===== config.mk =====
export PLATFORM = sky130hd
export DESIGN_NAME = mapper_megaram_gen_flat
export DESIGN_NICKNAME = d
export VERILOG_FILES = /design/src/rtl/mapper_megaram_gen_if.sv /design/src/rtl/mapper_megaram_gen.sv /design/src/flat_wrapper.sv
export SDC_FILE = /design/constraint.sdc
export NUM_CORES = 1
export LEC_CHECK = 0
export CORE_MARGIN = 2
export CORE_UTILIZATION = 32
export DETAILED_ROUTE_END_ITERATION = 8
export GPL_TIMING_DRIVEN = 0
export HOLD_SLACK_MARGIN = 0.02
export SKIP_CTS_REPAIR_TIMING = 1
export SLEW_MARGIN = 20
export SYNTH_ARGS = -nofsm -noshare
export SYNTH_HDL_FRONTEND = slang
export SYNTH_SLANG_ARGS = --single-unit
export TNS_END_PERCENT = 20

===== constraint.sdc =====
create_clock -name clk -period 5.81 [get_ports clk]
set_input_delay 1.743 -clock clk [delete_from_list [all_inputs] [get_ports clk]]
set_output_delay 1.743 -clock clk [all_outputs]
set_load 0.05 [all_outputs]

===== src/rtl/mapper_megaram_gen_if.sv =====
// MegaRAM mapper bus bundle: CPU-side request signals and RAM-side results.
// master drives the CPU side (host/bench); slave is the mapper itself.
interface mapper_megaram_gen_if;
  logic        cs;
  logic [15:0] cpu_addr;
  logic [7:0]  cpu_data;
  logic        cpu_req;
  logic        cpu_wr;
  logic        cpu_mreq;
  logic        cpu_iorq;
  logic [26:0] base_addr;
  logic        out_ram_cs;
  logic        out_rnw;
  logic [26:0] out_addr;
  logic [7:0]  out_data;
  logic        mode_ram;

  modport master (
    output cs, cpu_addr, cpu_data, cpu_req,
    output cpu_wr, cpu_mreq, cpu_iorq, base_addr,
    input  out_ram_cs, out_rnw, out_addr,
    input  out_data, mode_ram
  );

  modport slave (
    input  cs, cpu_addr, cpu_data, cpu_req,
    input  cpu_wr, cpu_mreq, cpu_iorq, base_addr,
    output out_ram_cs, out_rnw, out_addr,
    output out_data, mode_ram
  );
endinterface


===== src/rtl/mapper_megaram_gen.sv =====
// MegaRAM mapper: four 8 KB banks at 4000h-BFFFh, bank/RAM mode via port 8Eh.
// Ports: clk, reset (sync, active-high), bus (mapper_megaram_gen_if.slave).
// Build option: MEGARAM_PORT_MIRROR_EN also decodes the port at 8Fh.
module mapper_megaram_gen #(
  parameter int SIZE_KB   = 256,
  parameter int BANK_BITS = 8
) (
  input  logic clk,
  input  logic reset,
  mapper_megaram_gen_if.slave bus
);

  localparam int PAGES = SIZE_KB / 8;
  localparam logic [BANK_BITS-1:0] PAGE_MASK = BANK_BITS'(PAGES - 1);

  logic [BANK_BITS-1:0] bank_q [4];
  logic                 req_q;
  logic                 req_blk_q;
  logic                 mode_q;
  logic                 mode_d;

  logic                 in_win;
  logic [1:0]           idx;
  logic                 port_hit;
  logic                 rise;
  logic                 mem_hit;
  logic                 bank_ld;
  logic [BANK_BITS-1:0] wr_val;
  logic [BANK_BITS+12:0] offs;
  logic [26:0]          phys;

  assign in_win = (bus.cpu_addr[15:14] == 2'b01) |
                  (bus.cpu_addr[15:14] == 2'b10);

  // 010->0, 011->1, 100->2, 101->3 (page number minus two)
  assign idx = {bus.cpu_addr[15], bus.cpu_addr[13]};

`ifdef MEGARAM_PORT_MIRROR_EN
  assign port_hit = bus.cpu_iorq & (bus.cpu_addr[7:1] == 7'h47);
`else
  assign port_hit = bus.cpu_iorq & (bus.cpu_addr[7:0] == 8'h8E);
`endif

  // req_blk_q masks an access that was already running across reset
  assign rise    = bus.cpu_req & ~req_q & ~req_blk_q;
  assign mem_hit = bus.cs & bus.cpu_mreq & bus.cpu_req &
                   in_win & ~bus.cpu_iorq;
  assign bank_ld = rise & mem_hit & bus.cpu_wr & ~mode_q;
  assign wr_val  = BANK_BITS'(bus.cpu_data);

  assign offs = {bank_q[idx] & PAGE_MASK, bus.cpu_addr[12:0]};
  assign phys = bus.base_addr + 27'(offs);

  always_ff @(posedge clk) begin
    if (reset) begin
      req_q     <= 1'b0;
      req_blk_q <= bus.cpu_req;
    end else begin
      req_q <= bus.cpu_req;
      if (!bus.cpu_req)
        req_blk_q <= 1'b0;
    end
  end

  always_ff @(posedge clk) begin
    if (reset) begin
      for (int i = 0; i < 4; i++)
        bank_q[i] <= BANK_BITS'(i);
    end else if (bank_ld) begin
      bank_q[idx] <= wr_val;
    end
  end

  always_ff @(posedge clk) begin
    if (reset)
      mode_q <= 1'b0;
    else
      mode_q <= mode_d;
  end

  always_comb begin
    mode_d = mode_q;
    if (rise && port_hit)
      mode_d = bus.cpu_wr;
  end

  always_comb begin
    bus.out_ram_cs = 1'b0;
    bus.out_rnw    = 1'b1;
    bus.out_addr   = '1;
    bus.out_data   = 8'hFF;
    bus.mode_ram   = mode_q;
    if (!reset && mem_hit && (!bus.cpu_wr || mode_q)) begin
      bus.out_ram_cs = 1'b1;
      bus.out_rnw    = ~bus.cpu_wr;
      bus.out_addr   = phys;
      if (bus.cpu_wr)
        bus.out_data = bus.cpu_data;
    end
  end

endmodule


===== src/flat_wrapper.sv =====
// flat-port wrapper written by rule: the top's interface ports become plain ports
module mapper_megaram_gen_flat 
#(
  parameter int SIZE_KB   = 256,
  parameter int BANK_BITS = 8
)
  (clk, reset, bus_cs, bus_cpu_addr, bus_cpu_data, bus_cpu_req, bus_cpu_wr, bus_cpu_mreq, bus_cpu_iorq, bus_base_addr, bus_out_ram_cs, bus_out_rnw, bus_out_addr, bus_out_data, bus_mode_ram);
  mapper_megaram_gen_if bus_i ();
  input  logic clk;
  input  logic reset;
  input wire logic [$bits(bus_i.cs)-1:0] bus_cs;
  input wire logic [$bits(bus_i.cpu_addr)-1:0] bus_cpu_addr;
  input wire logic [$bits(bus_i.cpu_data)-1:0] bus_cpu_data;
  input wire logic [$bits(bus_i.cpu_req)-1:0] bus_cpu_req;
  input wire logic [$bits(bus_i.cpu_wr)-1:0] bus_cpu_wr;
  input wire logic [$bits(bus_i.cpu_mreq)-1:0] bus_cpu_mreq;
  input wire logic [$bits(bus_i.cpu_iorq)-1:0] bus_cpu_iorq;
  input wire logic [$bits(bus_i.base_addr)-1:0] bus_base_addr;
  output wire logic [$bits(bus_i.out_ram_cs)-1:0] bus_out_ram_cs;
  output wire logic [$bits(bus_i.out_rnw)-1:0] bus_out_rnw;
  output wire logic [$bits(bus_i.out_addr)-1:0] bus_out_addr;
  output wire logic [$bits(bus_i.out_data)-1:0] bus_out_data;
  output wire logic [$bits(bus_i.mode_ram)-1:0] bus_mode_ram;
  assign bus_i.cs = bus_cs;
  assign bus_i.cpu_addr = bus_cpu_addr;
  assign bus_i.cpu_data = bus_cpu_data;
  assign bus_i.cpu_req = bus_cpu_req;
  assign bus_i.cpu_wr = bus_cpu_wr;
  assign bus_i.cpu_mreq = bus_cpu_mreq;
  assign bus_i.cpu_iorq = bus_cpu_iorq;
  assign bus_i.base_addr = bus_base_addr;
  assign bus_out_ram_cs = bus_i.out_ram_cs;
  assign bus_out_rnw = bus_i.out_rnw;
  assign bus_out_addr = bus_i.out_addr;
  assign bus_out_data = bus_i.out_data;
  assign bus_mode_ram = bus_i.mode_ram;
  mapper_megaram_gen #(.SIZE_KB(SIZE_KB), .BANK_BITS(BANK_BITS)) u_core (.clk(clk), .reset(reset), .bus(bus_i));
endmodule

# After elaboration in Yosys (flattened, before gate mapping)
# Memory sizes are Yosys's and may differ from the RTL's.
# Index checks and enable logic that the tools add are counted.
[totals]
mem_count = 1
regBits = 3
out_inout_bits = 38
elab_cells = 47
mem_bits_rw = 32
[op_classes]
eq_ne = 4
reduce_logical = 7
bitwise_logic = 16
muxes = 15
add_sub_neg = 1
[mem_list]
columns = ["name", "depth", "word_bits", "read_ports", "rd_clocked_by_memory_dff", "wr", "line_no", "text"]
rows = [
  ["u_core.bank_q", 4, 8, 1, 0, 4, "mapper_megaram_gen.sv:16", "logic [BANK_BITS-1:0] bank_q [4];"],
]
[ops]
columns = ["operator", "n"]
rows = [
  ["$add 27x18->27", 1],
  ["$mux 27", 1],
  ["$mux 8", 3],
  ["$and 1x1->1", 10],
  ["$mux 1", 10],
  ["$eq 8x8->1 const B", 1],
  ["$reduce_or 8->1", 1],
  ["$not 1->1", 5],
  ["$logic_and 1x1->1", 3],
  ["$eq 2x1->1 const B", 1],
  ["$eq 2x2->1 const B", 1],
  ["$logic_not 1->1", 2],
  ["$mux 2", 1],
  ["$ne 2x2->1 const B", 1],
  ["$logic_or 1x1->1", 1],
  ["$or 1x1->1", 1],
]

# Depth between registers and ports, before layout
# Gate-level depths: netlist of the first run.
[logic_depth]
depth_word = 12
ltp_mapped = 10
depth_no_buf = 8

# Worst setup path before layout of the first run
# Ideal clock, no wire load.
[synth_timing]
path_kind = "input to output"
startpoint = "input bus_cpu_addr[13]"
endpoint = "output bus_out_addr[20]"
path_stages = 9
t_required_ps = 4067
setup_slack_ps = -549
t_arrival_ps = 4616
path_cell_list = "clkbuf_1 mux4_2 ha_1 clkbuf_1 o21a_1 o21ai_0 a21o_1 a21oi_1 mux2i_1"
[synth_via]
elab_chain_cells = 3
[synth_lines]
columns = ["item", "line_no", "text"]
rows = [
  ["from (decl)", "flat_wrapper.sv:12", "input wire logic [$bits(bus_i.cpu_addr)-1:0] bus_cpu_addr;"],
  ["$mem_v2 4x8", "--", ""],
  ["$add 27x18->27", "mapper_megaram_gen.sv:52", "assign phys = bus.base_addr + 27'(offs);"],
  ["$mux 27", "mapper_megaram_gen.sv:93", "if (!reset && mem_hit && (!bus.cpu_wr || mode_q)) begin"],
  ["to (decl)", "flat_wrapper.sv:21", "output wire logic [$bits(bus_i.out_addr)-1:0] bus_out_addr;"],
]
# No other way between the ends.

# Worst setup path in the final report of the first run
[layout_timing]
startpoint = "input bus_cpu_addr[6]"
endpoint = "output bus_out_addr[25]"
[layout_via]
elab_chain_cells = 2
[layout_lines]
columns = ["item", "line_no"]
rows = [
  ["$add 27x18->27", "mapper_megaram_gen.sv:52"],
  ["$mux 27", "mapper_megaram_gen.sv:93"],
]
# No other way between the ends.

==> results of run 1 <==
-- per-layer routing --
metal | global-route usage | wire length [µm] | vias to the layer above
li1 | - | - | 1322
met1 | 0.201 | 3070 | 1203
met2 | 0.281 | 3700 | 69
met3 | 0.0105 | 340 | 10
met4 | 0.0343 | 114 | 0
met5 | 0 | 0 | -
-- worst min-delay path: cells and delay by family, from the launching register on --
family / cells / cell delay, ns
muxes: 1 / 0.09
and+or+nand+nor: 1 / 0.08
DFF: 1 / 0.36
-- path summary, 6_finish.rpt --
check | endpoint | slack (ns) | depth (start not counted)
setup reg to reg | u_core.bank_q[0][1] | 3.42 | 5
hold reg to reg | u_core.bus.mode_ram | 0.55 | 2
hold / removal | u_core.bus.mode_ram | 0.55 | 2
setup / recovery | bus_out_addr[25] | -0.11 | 9
-- per-stage QoR --
| stage | worst slack (ns) | power (mW) | setup TNS (ns) | area [µm²] | hold WS [ns] |
|---|---|---|---|---|---|
| after global routing | -0.211 | 0.562 | -1.06 | 4010 | 0.604 |
| after CTS | -1.06 | 0.483 | -19.73 | 3670 | 0.554 |
| final | -0.107 | 0.530 | -0.313 | 4010 | 0.552 |
| after detailed placement | -1.03 | 0.389 | -19.24 | 3620 | 0.530 |
| after global placement | -0.997 | 0.387 | -18.93 | 3620 | 0.504 |
| after floorplan | -0.236 | 0.317 | -1.26 | 2570 | 0.571 |
-- flip-flops by register name, summed over array words and instances (netlist names) --
name	count
u_core.bank_q	20
u_core.req_q	1
u_core.bus.mode_ram	1
u_core.req_blk_q	1
-- cell usage in the layout (no fill, tap or decap), types with 6 or more instances in the layout --
cell and instances:
ha_4 10, a21o_1 9, o21a_1 7, clkbuf_2 7, edfxtp_1 21, clkdlybuf4s50_1 52
nand2b_1 6, and2_1 18, buf_6 6, nor2_1 15, nand3_1 11, buf_4 14
nand2_1 28, or2_2 11, o21ai_0 12, buf_2 16, dlymetal6s2s_1 12, a21oi_1 12
-- power breakdown --
part	switching (mW)	leakage (nW)	total [mW]	internal, mW
combinational	0.123	1.24	0.251	0.128
sequential	0.00114	0.232	0.185	0.184
clock	0.0460	0.0255	0.0937	0.0477
total	0.170	1.49	0.530	0.360
-- layout make-up --
cell class	count	area share
clock buffers	3	0.0103
multi-input cells	256	0.526
clock inverters	1	0.00125
plain buffers	9	0.0190
inverters	4	0.00374
repair buffers	105	0.241
flip-flops and latches	23	0.167
well taps	102	0.0318
-- kinds of logic after synthesis --
| logic type | Yosys count | share of synthesized area |
|---|---|---|
| multiplexers | 8 | 0.0559 |
| AO/OA/AOI/OAI | 83 | 0.221 |
| flip-flops | 23 | 0.263 |
| AND/OR/NAND/NOR | 135 | 0.291 |
| buffers and inverters | 16 | 0.0333 |
| adder cells (fa/ha/maj) | 19 | 0.0960 |
| XOR/XNOR | 11 | 0.0407 |
==> parameters.txt, run 1 <==
Parameter                              Value

Timing
  Crit share post-route ... 1.02
  Actual slew at the worst max-slew pin ... between 0.6 and 0.7 ns
  Total of endpoints with negative setup slack in the final report ... 4
  RSZ-0062 raised after global routing ... true
  Relative slew margins ... 0.537
  Final hold violations ... 0
  FMAX ... between 150 and 200 MHz
  Clock Skews ... around 0.00078 ns
  Clock period minus worst slack ... 5.92 ns
  Count of pins over their slew limit ... 0
  Min setup slack post-route ... -0.107 ns

Synthesis
  Number of library cell types mapped by synthesis ... 59
  Portion of synthesized cell area occupied by the leading cell type ... 0.247
  Synthesized area per cell ... 8.66 µm²
  Area contributors post-synth ... edfxtp_1 25%, ha_1 8.8%, and2_1 4.4%, mux4_2 4.4%, nand2_1 4.1%
  Count of flip-flops with a built-in enable after synthesis ... 21
  Portion of the post-synthesis area used by sequential elements ... 0.263
  Main synth FF type ... edfxtp_1
  Number of nets produced by synthesis ... around 370
  Number of register bits inferred by synthesis ... 23
  Top cells by count, synth ... 28 x nand2_1, 21 x edfxtp_1, 18 x and2_1, 18 x ha_1
  Yosys warning total ... 0
  Cell type with the largest total area after synthesis ... edfxtp_1
  Area of the mapped netlist ... about 2600 µm²
  Gate count after technology mapping ... 295
  Most frequent cell after synthesis ... nand2_1
  Synth async-reset ratio ... 0

Setup path
  Largest fanout on the critical path ... 5
  Path type of the worst setup path ... in2out
  R2R Path Start ... u_core.req_blk_q
  CP startpoint ... bus_cpu_addr[6]
  Required time reported for the critical path endpoint ... slightly above 4 ns
  Worst endpoint data arrival time ... roughly 4.2 ns
  Critical path startpoint category ... input port
  Critical Path Sink Type ... output port
  Cell with the largest stage delay on the worst path ... clkdlybuf4s50_1
  Critical path, cell by cell ... clkdlybuf4s50_1, ha_4, a21o_1, and3_2, or4b_1, o21ai_2, mux2i_1, nor2_1, clkbuf_2
  Family with the most delay on the worst path ... simple AND/OR/NAND/NOR gates
  CP peak stage delay ... between 0.5 and 0.6 ns
  Critical path buffers and inverters ... 2

Drt
  Via density per instance ... around 5.2
  WL per Instance ... approximately 14 µm
  Detailed Route Iter0 Violations ... between 50 and 60
  Total wirelength of the detailed-routed design ... ~7.2 mm
  Total DRC errors in the routed layout ... 0
  Antenna-violating nets left ... 0
  First-pass iteration count of the detailed router ... 4
  Via total after detailed routing ... between 2000 and 3000

Floorplan
  Number of core rows ... 32
  Chip Width ... slightly above 90 µm
  IO Count ... 96
  Effective utilization at floorplan ... 0.330
  Die footprint ... 8710 µm²
  Height of the die ... between 90 and 100 µm
  Std-Cell Core Area ... roughly 7700 µm²

Clock network
  Number of buffers between clock root and the deepest sink ... 2
  Worst-Skew Late Latency ... 0.25 ns
  H-tree depth ... 1
  Number of clock buffers inserted by TritonCTS ... 3
  Cell at the root of the clock tree ... clkbuf_8
  Reg clk slew, reported paths ... 0.07 ns
  TritonCTS clock tree ... done
  Total number of clock tree sinks ... 23

Final layout
  Filler instances ... ~700
  Footprint of the flip-flops and latches ... approximately 670 µm²
  Number of antenna repair diodes ... 0
  Area of combinational cells with multiple inputs ... between 2000 and 2500 µm²
  Fraction of layout cells with a size suffix above 1 ... 0.302
  Number of nets in the layout ... 479
  Fraction of the core area covered by cells at the end of the flow ... 0.519
  Synth-to-Final Area Change ... 57.1%
  Non-filler cells in the finished layout ... slightly above 500

Power
  Pwr Density ... ~130 nW/µm²
  P_leak ... between 1 and 1.5 nW
  Maximum vdd ir drop ... approximately 110 µV

Global routing
  Number of global-route vias before repair ... ~2400
  Global-route wire length before repair ... approximately 11 mm
  Tot GR Track Use ... 0.155
  Pin count of the biggest net entering global routing ... 14
  Initial antenna violation count ... 0
  Overflow after GRT ... 0

Placement
  DP Cell Count ... ~490
  Hpwl dp ... 5.66 mm
  Global placement routability congestion ... ~0.84
  Input/output buffers ... 92

Status
  Violated checks ... negative setup slack
  Result of the run ... finished with violations

Flow run
  Max cap viols ... 0

Min path
  Path type of the worst min-delay path ... reg2reg
  Startpoint of the worst hold path ... u_core.bus.mode_ram
No activity file was read; power rests on OpenSTA's default activity.
==> run 2: changes to the inputs <==
--- a/config.mk
+++ b/config.mk
@@ -6,7 +6,7 @@
 export NUM_CORES = 1
 export LEC_CHECK = 0
 export CORE_MARGIN = 2
-export CORE_UTILIZATION = 32
+export CORE_UTILIZATION = 29
 export DETAILED_ROUTE_END_ITERATION = 8
 export GPL_TIMING_DRIVEN = 0
 export HOLD_SLACK_MARGIN = 0.02
==> run 2 against run 1 <==
The flow still finishes with violations (negative setup slack). Worst setup slack lost 0.038 ns. Sequential share of layout area decreased by 0.057 points. Combinational power grew 2%. Critical path type unchanged. Largest power group unchanged.
==> parameters.txt, run 2 (synthesis gave the netlist of run 1 again) <==
Parameter                              Value

Status
  Result of the run ... finished with violations
  Violated checks ... negative setup slack

Timing
  FMAX ... 168 MHz (-0.64%)
  Final hold violations ... 0 (unchanged)
  RSZ-0062 raised after global routing ... true
  Total of endpoints with negative setup slack in the final report ... 4 (unchanged)
  Clock period minus worst slack ... 5.96 ns (+0.0383 ns)
  Relative slew margins ... 0.525 (-0.0116)
  Crit share post-route ... 1.03 (+0.00658)
  Clock Skews ... 0.00313 ns (+0.00235 ns)
  Tightest hold margin ... 0.532 ns (-0.0197 ns)
  Count of pins over their slew limit ... 0 (unchanged)
  Min setup slack post-route ... -0.145 ns (-0.0383 ns)
  Total negative slack for setup checks ... -0.320 ns (-0.00644 ns)
  Actual slew at the worst max-slew pin ... 0.707 ns (+0.0172 ns)

Final layout
  Flip-flop count of the largest register after layout ... 20 (unchanged)
  Non-filler cells in the finished layout ... 511 (+1.6%)
  Register name with the most flops ... u_core.bank_q
  Fraction of layout cells with a size suffix above 1 ... 0.290 (-0.0114)
  Number of nets in the layout ... 481 (+0.42%)
  Most common cell after layout, fill and taps aside ... clkdlybuf4s50_1
  Synth-to-Final Area Change ... 57.7%
  Commonest non-fill, non-tap cells in the layout ... 53 x clkdlybuf4s50_1, 28 x nand2_1, 21 x edfxtp_1, 18 x and2_1, 16 x nor2_1
  Number of antenna repair diodes ... 0 (unchanged)

Flow run
  Max cap viols ... 0 (unchanged)

Global routing
  Overflow after GRT ... 0 (unchanged)
  Initial antenna violation count ... 0 (unchanged)
  Number of global-route vias before repair ... 2634 (+8.2%)
  Pin count of the biggest net entering global routing ... 14 (unchanged)
  Global-route wire length before repair ... 12.0 mm (+8.4%)
  Tot GR Track Use ... 0.149 (-0.00628)

Power
  Pwr Density ... 134 nW/µm² (+1.5%)
  Maximum vdd ir drop ... 90.6 µV (-14%)
  P_leak ... 1.51 nW (+1.3%)

Floorplan
  Chip Width ... 97.8 µm (+4.8%)
  Effective utilization at floorplan ... 0.296 (-0.0348)
  Die footprint ... 9570 µm² (+9.9%)
  IO Count ... 96 (unchanged)
  Std-Cell Core Area ... 8640 µm² (+12%)
  Height of the die ... 97.8 µm (+4.8%)
  Number of core rows ... 34 (+6.3%)

Setup path
  Worst-case reg-to-reg path depth ... 5 (unchanged)
  Path type of the worst setup path ... in2out
  Critical path, cell by cell ... buf_12, mux4_2, ha_4, a211o_1, a21oi_4, o21ai_2, a21oi_4, nor4_1, or3_4, buf_8
  Largest fanout on the critical path ... 7 (+2)
  Critical path startpoint category ... input port
  Cell with the largest stage delay on the worst path ... mux4_2
  R2R Path Start ... u_core.req_blk_q
  Worst flop-to-flop path endpoint ... u_core.bank_q[0][0]
  Critical Path Sink Type ... output port
  Most frequent cell on the critical path ... a21oi_4
  Worst endpoint data arrival time ... 4.21 ns (+0.04 ns)
  CP peak stage delay ... 0.53 ns (about the same)
  Register-to-register setup slack ... 3.42 ns (about the same)
  Required time reported for the critical path endpoint ... 4.07 ns (about the same)

Placement
  DP Cell Count ... 495 (+1.2%)
  Global placement routability congestion ... 0.798 (-5.4%)
  Input/output buffers ... 92 (unchanged)
  Hpwl dp ... 5.83 mm (+3.0%)

Min path
  Hold Path Depth ... 2 (unchanged)
  Startpoint of the worst hold path ... u_core.bus.mode_ram
  Hold EP ... u_core.bus.mode_ram
  Path type of the worst min-delay path ... reg2reg

Clock network
  Number of buffers between clock root and the deepest sink ... 2 (unchanged)
  Reg clk slew, reported paths ... 0.08 ns (about the same)
  Worst-Skew Late Latency ... 0.26 ns (about the same)
  Number of clock buffers inserted by TritonCTS ... 3 (unchanged)
  H-tree depth ... 1 (unchanged)
  TritonCTS clock tree ... done
  Cell at the root of the clock tree ... clkbuf_8
  Total number of clock tree sinks ... 23 (unchanged)

Drt
  First-pass iteration count of the detailed router ... 4 (unchanged)
  Detailed Route Iter0 Violations ... 59 (+7.3%)
  WL per Instance ... 14.8 µm (+2.8%)
  Total wirelength of the detailed-routed design ... 7.55 mm (+4.4%)
  Antenna-violating nets left ... 0 (unchanged)
  Via total after detailed routing ... 2623 (+0.73%)
  Total DRC errors in the routed layout ... 0 (unchanged)
  Via density per instance ... 5.13 (-0.85%)
[run 2: area by class of cell]
| class | count | area (µm²) |
|---|---|---|
| fillers | 857 | 4610 |
| clock buffers | 3 | 41.3 |
| plain buffers | 10 | 83.8 |
| clock inverters | 1 | 5.00 |
| inverters | 4 | 15.0 |
| well taps | 108 | 135 |
| flip-flops and latches | 23 | 671 |
| multi-input cells | 256 | 2110 |
| repair buffers | 106 | 967 |
[run 2: metrics by stage]
| step | util | total power, mW | worst slack (ns) | instance area [µm²] |
|---|---|---|---|---|
| 2_1_floorplan | - | 0.317 | -0.236 | 2570 |
| 3_3_place_gp | 0.420 | 0.387 | -1.00 | 3630 |
| 3_5_place_dp | 0.420 | 0.390 | -1.02 | 3630 |
| 4_1_cts | 0.426 | 0.490 | -1.02 | 3680 |
| 5_1_grt | 0.466 | 0.571 | -0.210 | 4030 |
| 6_report | 0.466 | 0.539 | -0.145 | 4030 |
[run 2: power breakdown]
part           internal, mW  switching (mW)
combinational         0.130           0.125
sequential            0.184         0.00112
clock                0.0479          0.0509
[run 2: critical path: cells and delay by family]
kind                       cells  cell delay, ns
AOI/OAI and AO/OA              4            0.96
muxes                          1            0.53
and+or+nand+nor                2            0.44
adders and majority gates      1            0.28
buffers and inverters          2            0.25
[run 2: how the worst max path moves through the flow]
stage,startpoint,to,slack (ns),cells after the start
after floorplan,bus_cpu_addr[13],bus_out_addr[25],-0.24,10
after global placement,bus_cpu_addr[13],bus_out_addr[21],-1.0,11
after detailed placement,bus_cpu_addr[13],bus_out_addr[21],-1.02,11
after CTS,bus_cpu_addr[13],bus_out_addr[21],-1.02,11
after global routing,bus_cpu_addr[13],bus_out_addr[21],-0.21,10
final,bus_cpu_addr[13],bus_out_addr[21],-0.15,10
[run 2: routing by layer]
layer  GRT usage  vias up  routed length, µm
met5           0        -                  0
li1            -     1323                  -
met4      0.0321        0                 96
met3      0.0157        9                324
met2       0.281       73               3990
met1       0.181     1218               3140
==> run 3: changes to the inputs <==
--- a/config.mk
+++ b/config.mk
@@ -6,10 +6,11 @@
 export NUM_CORES = 1
 export LEC_CHECK = 0
 export CORE_MARGIN = 2
-export CORE_UTILIZATION = 29
+export CORE_UTILIZATION = 38
 export DETAILED_ROUTE_END_ITERATION = 8
 export GPL_TIMING_DRIVEN = 0
 export HOLD_SLACK_MARGIN = 0.02
+export PLACE_DENSITY = 0.73
 export SKIP_CTS_REPAIR_TIMING = 1
 export SLEW_MARGIN = 20
 export SYNTH_ARGS = -nofsm -noshare
==> constraint.sdc (replaced) <==
create_clock -name clk -period 5.81 [get_ports clk]
set_input_delay 1.743 -clock clk [delete_from_list [all_inputs] [get_ports clk]]
set_output_delay 1.743 -clock clk [all_outputs]
set_load 0.02 [all_outputs]
==> run 3 against run 2 <==
The flow still finishes with violations (negative setup slack). Via count is 2.4% higher. Critical path type unchanged. Maximum frequency increased by 1.3%. Sequential share of layout area down 0.25 points. Cell count decreased by 6.3%. Highest routed layer unchanged. Routed wire length down 0.58%. Sequential power hardly changed. Clock skew shrank 0.00097 ns. Design area grew 1.6%. Non-clock buffer count shrank 1.
==> parameters.txt, run 3 (synthesis gave the netlist of run 1 again) <==
Parameter                              Value

Min path
  Startpoint of the worst hold path ... u_core.bus.mode_ram
  Hold EP ... u_core.bus.mode_ram
  Hold Path Depth ... 2 (unchanged)
  Path type of the worst min-delay path ... reg2reg

Drt
  First-pass iteration count of the detailed router ... 6 (+2)
  Antenna-violating nets left ... 0 (unchanged)
  Total DRC errors in the routed layout ... 0 (unchanged)
  WL per Instance ... 15.7 µm (+6.1%)
  Via total after detailed routing ... 2687 (+2.4%)
  Detailed Route Iter0 Violations ... 178 (+200%)
  Total wirelength of the detailed-routed design ... 7.50 mm (-0.58%)
  Via density per instance ... 5.61 (+9.3%)

Power
  Pwr Density ... 131 nW/µm² (-2.3%)
  Maximum vdd ir drop ... 104 µV (+15%)
  P_leak ... 1.54 nW (+1.5%)
  Power, Total ... 0.535 mW (-0.74%)

Placement
  Global placement routability congestion ... 0.853 (+7.0%)
  Hpwl dp ... 5.52 mm (-5.3%)
  DP Cell Count ... 464 (-6.3%)
  Input/output buffers ... 92 (unchanged)

Setup path
  Worst flop-to-flop path endpoint ... u_core.bank_q[0][1]
  Required time reported for the critical path endpoint ... 4.07 ns (about the same)
  Critical Path Sink Type ... output port
  R2R Path Start ... u_core.req_blk_q
  Largest fanout on the critical path ... 5 (-2)
  Path type of the worst setup path ... in2out
  Critical path startpoint category ... input port
  Worst endpoint data arrival time ... 4.13 ns (-0.08 ns)
  Register-to-register setup slack ... 3.51 ns (+0.09 ns)
  Worst-case reg-to-reg path depth ... 5 (unchanged)

Floorplan
  Chip Width ... 86.0 µm (-12%)
  Die footprint ... 7390 µm² (-23%)
  Height of the die ... 86.0 µm (-12%)
  IO Count ... 96 (unchanged)
  Effective utilization at floorplan ... 0.398 (+0.102)
  Number of core rows ... 29 (-15%)
  Std-Cell Core Area ... 6420 µm² (-26%)

Status
  Result of the run ... finished with violations
  Violated checks ... negative setup slack

Timing
  RSZ-0062 raised after global routing ... true
  Crit share post-route ... 1.01 (-0.0136)
  Total of endpoints with negative setup slack in the final report ... 6 (+2)
  Count of pins over their slew limit ... 0 (unchanged)
  Clock Skews ... 0.00216 ns (-0.000969 ns)
  Actual slew at the worst max-slew pin ... 0.622 ns (-0.0850 ns)
  Clock period minus worst slack ... 5.88 ns (-0.0793 ns)
  Min setup slack post-route ... -0.0662 ns (+0.0793 ns)
  Relative slew margins ... 0.582 (+0.0571)
  FMAX ... 170 MHz (+1.3%)
  Final hold violations ... 0 (unchanged)

Final layout
  Number of antenna repair diodes ... 0 (unchanged)
  Synth-to-Final Area Change ... 60.1%
  Flip-flop count of the largest register after layout ... 20 (unchanged)
  Filler instances ... 540 (-37%)
  Fraction of layout cells with a size suffix above 1 ... 0.224 (-0.0664)
  Non-filler cells in the finished layout ... 479 (-6.3%)
  Most common cell after layout, fill and taps aside ... clkdlybuf4s50_1
  Commonest non-fill, non-tap cells in the layout ... 57 x clkdlybuf4s50_1, 29 x dlymetal6s2s_1, 28 x nand2_1, 21 x edfxtp_1, 18 x and2_1
  Register name with the most flops ... u_core.bank_q
  Number of nets in the layout ... 480 (-0.21%)

Global routing
  Initial antenna violation count ... 0 (unchanged)
  Pin count of the biggest net entering global routing ... 14 (unchanged)
  Overflow after GRT ... 0 (unchanged)
  Global-route wire length before repair ... 11.2 mm (-6.6%)
  Number of global-route vias before repair ... 2463 (-6.5%)
  Tot GR Track Use ... 0.183 (+0.0342)

Flow run
  Max cap viols ... 0 (unchanged)

Clock network
  TritonCTS clock tree ... done
  Number of buffers between clock root and the deepest sink ... 2 (unchanged)
  Number of clock buffers inserted by TritonCTS ... 3 (unchanged)
  Worst-Skew Late Latency ... 0.26 ns (about the same)
  Cell at the root of the clock tree ... clkbuf_8
  H-tree depth ... 1 (unchanged)
  Total number of clock tree sinks ... 23 (unchanged)
  Reg clk slew, reported paths ... 0.08 ns (about the same)
-- run 3: cell count changes in the layout (fill, tap and decap cells not counted), sizes merged --
cell	before	now
buf	40	24
dlymetal6s2s	9	29
clkdlybuf4s50	53	57
clkbuf	17	8
-- run 3: cell type report --
| class | instances | area [µm²] | share of cell area |
|---|---|---|---|
| clock inverters | 1 | 5.00 | 0.00122 |
| clock buffers | 3 | 41.3 | 0.0101 |
| repair buffers | 106 | 1090 | 0.267 |
| multi-input cells | 256 | 2090 | 0.510 |
| inverters | 4 | 15.0 | 0.00367 |
| plain buffers | 9 | 81.3 | 0.0199 |
| flip-flops and latches | 23 | 671 | 0.164 |
| well taps | 77 | 96.3 | 0.0236 |
-- run 3: worst max-delay path, stage by stage --
cell	delay [ns]
clkdlybuf4s50_1	0.53
ha_4	0.23
a21o_1	0.20
and3_1	0.24
or4b_1	0.50
o21ai_2	0.20
mux2i_1	0.21
nor2_1	0.06
dlymetal6s2s_1	0.21
-- run 3: how the worst max path moves through the flow --
stage | startpoint | to | slack (ns) | cells past startpoint
floorplan | bus_cpu_addr[13] | bus_out_addr[21] | 0.006 | 10
global placement | bus_cpu_addr[0] | bus_out_addr[22] | -0.78 | 10
detailed placement | bus_cpu_addr[0] | bus_out_addr[22] | -0.80 | 10
CTS | bus_cpu_addr[0] | bus_out_addr[22] | -0.81 | 10
global route | bus_cpu_addr[13] | bus_out_addr[17] | -0.20 | 12
finish | bus_cpu_addr[6] | bus_out_addr[25] | -0.07 | 9
-- run 3: routing by layer --
metal	global-route usage	vias up	wire length, µm
li1	-	1320	-
met1	0.236	1257	3030
met3	0.0135	11	408
met5	0	-	0
met4	0.0361	0	87
met2	0.335	99	3980
-- run 3: power by group --
part           leakage [nW]  switching [mW]  internal [mW]  total [mW]
clock network        0.0255          0.0499         0.0479      0.0978
registers             0.232         0.00115          0.184       0.185
logic                  1.28           0.124          0.128       0.252
-- run 3: stage by stage --
| step | setup slack, ns | area [µm²] | utilization | hold slack, ns | setup TNS, ns |
|---|---|---|---|---|---|
| after detailed placement | -0.803 | 3590 | 0.559 | 0.524 | -11.69 |
| after floorplan | 0.00597 | 2570 | - | 0.571 | 0 |
| final | -0.0662 | 4090 | 0.637 | 0.543 | -0.295 |
| after global routing | -0.196 | 4090 | 0.637 | 0.592 | -1.35 |
| after CTS | -0.811 | 3640 | 0.566 | 0.547 | -11.93 |
| after global placement | -0.783 | 3590 | 0.559 | 0.513 | -11.22 |
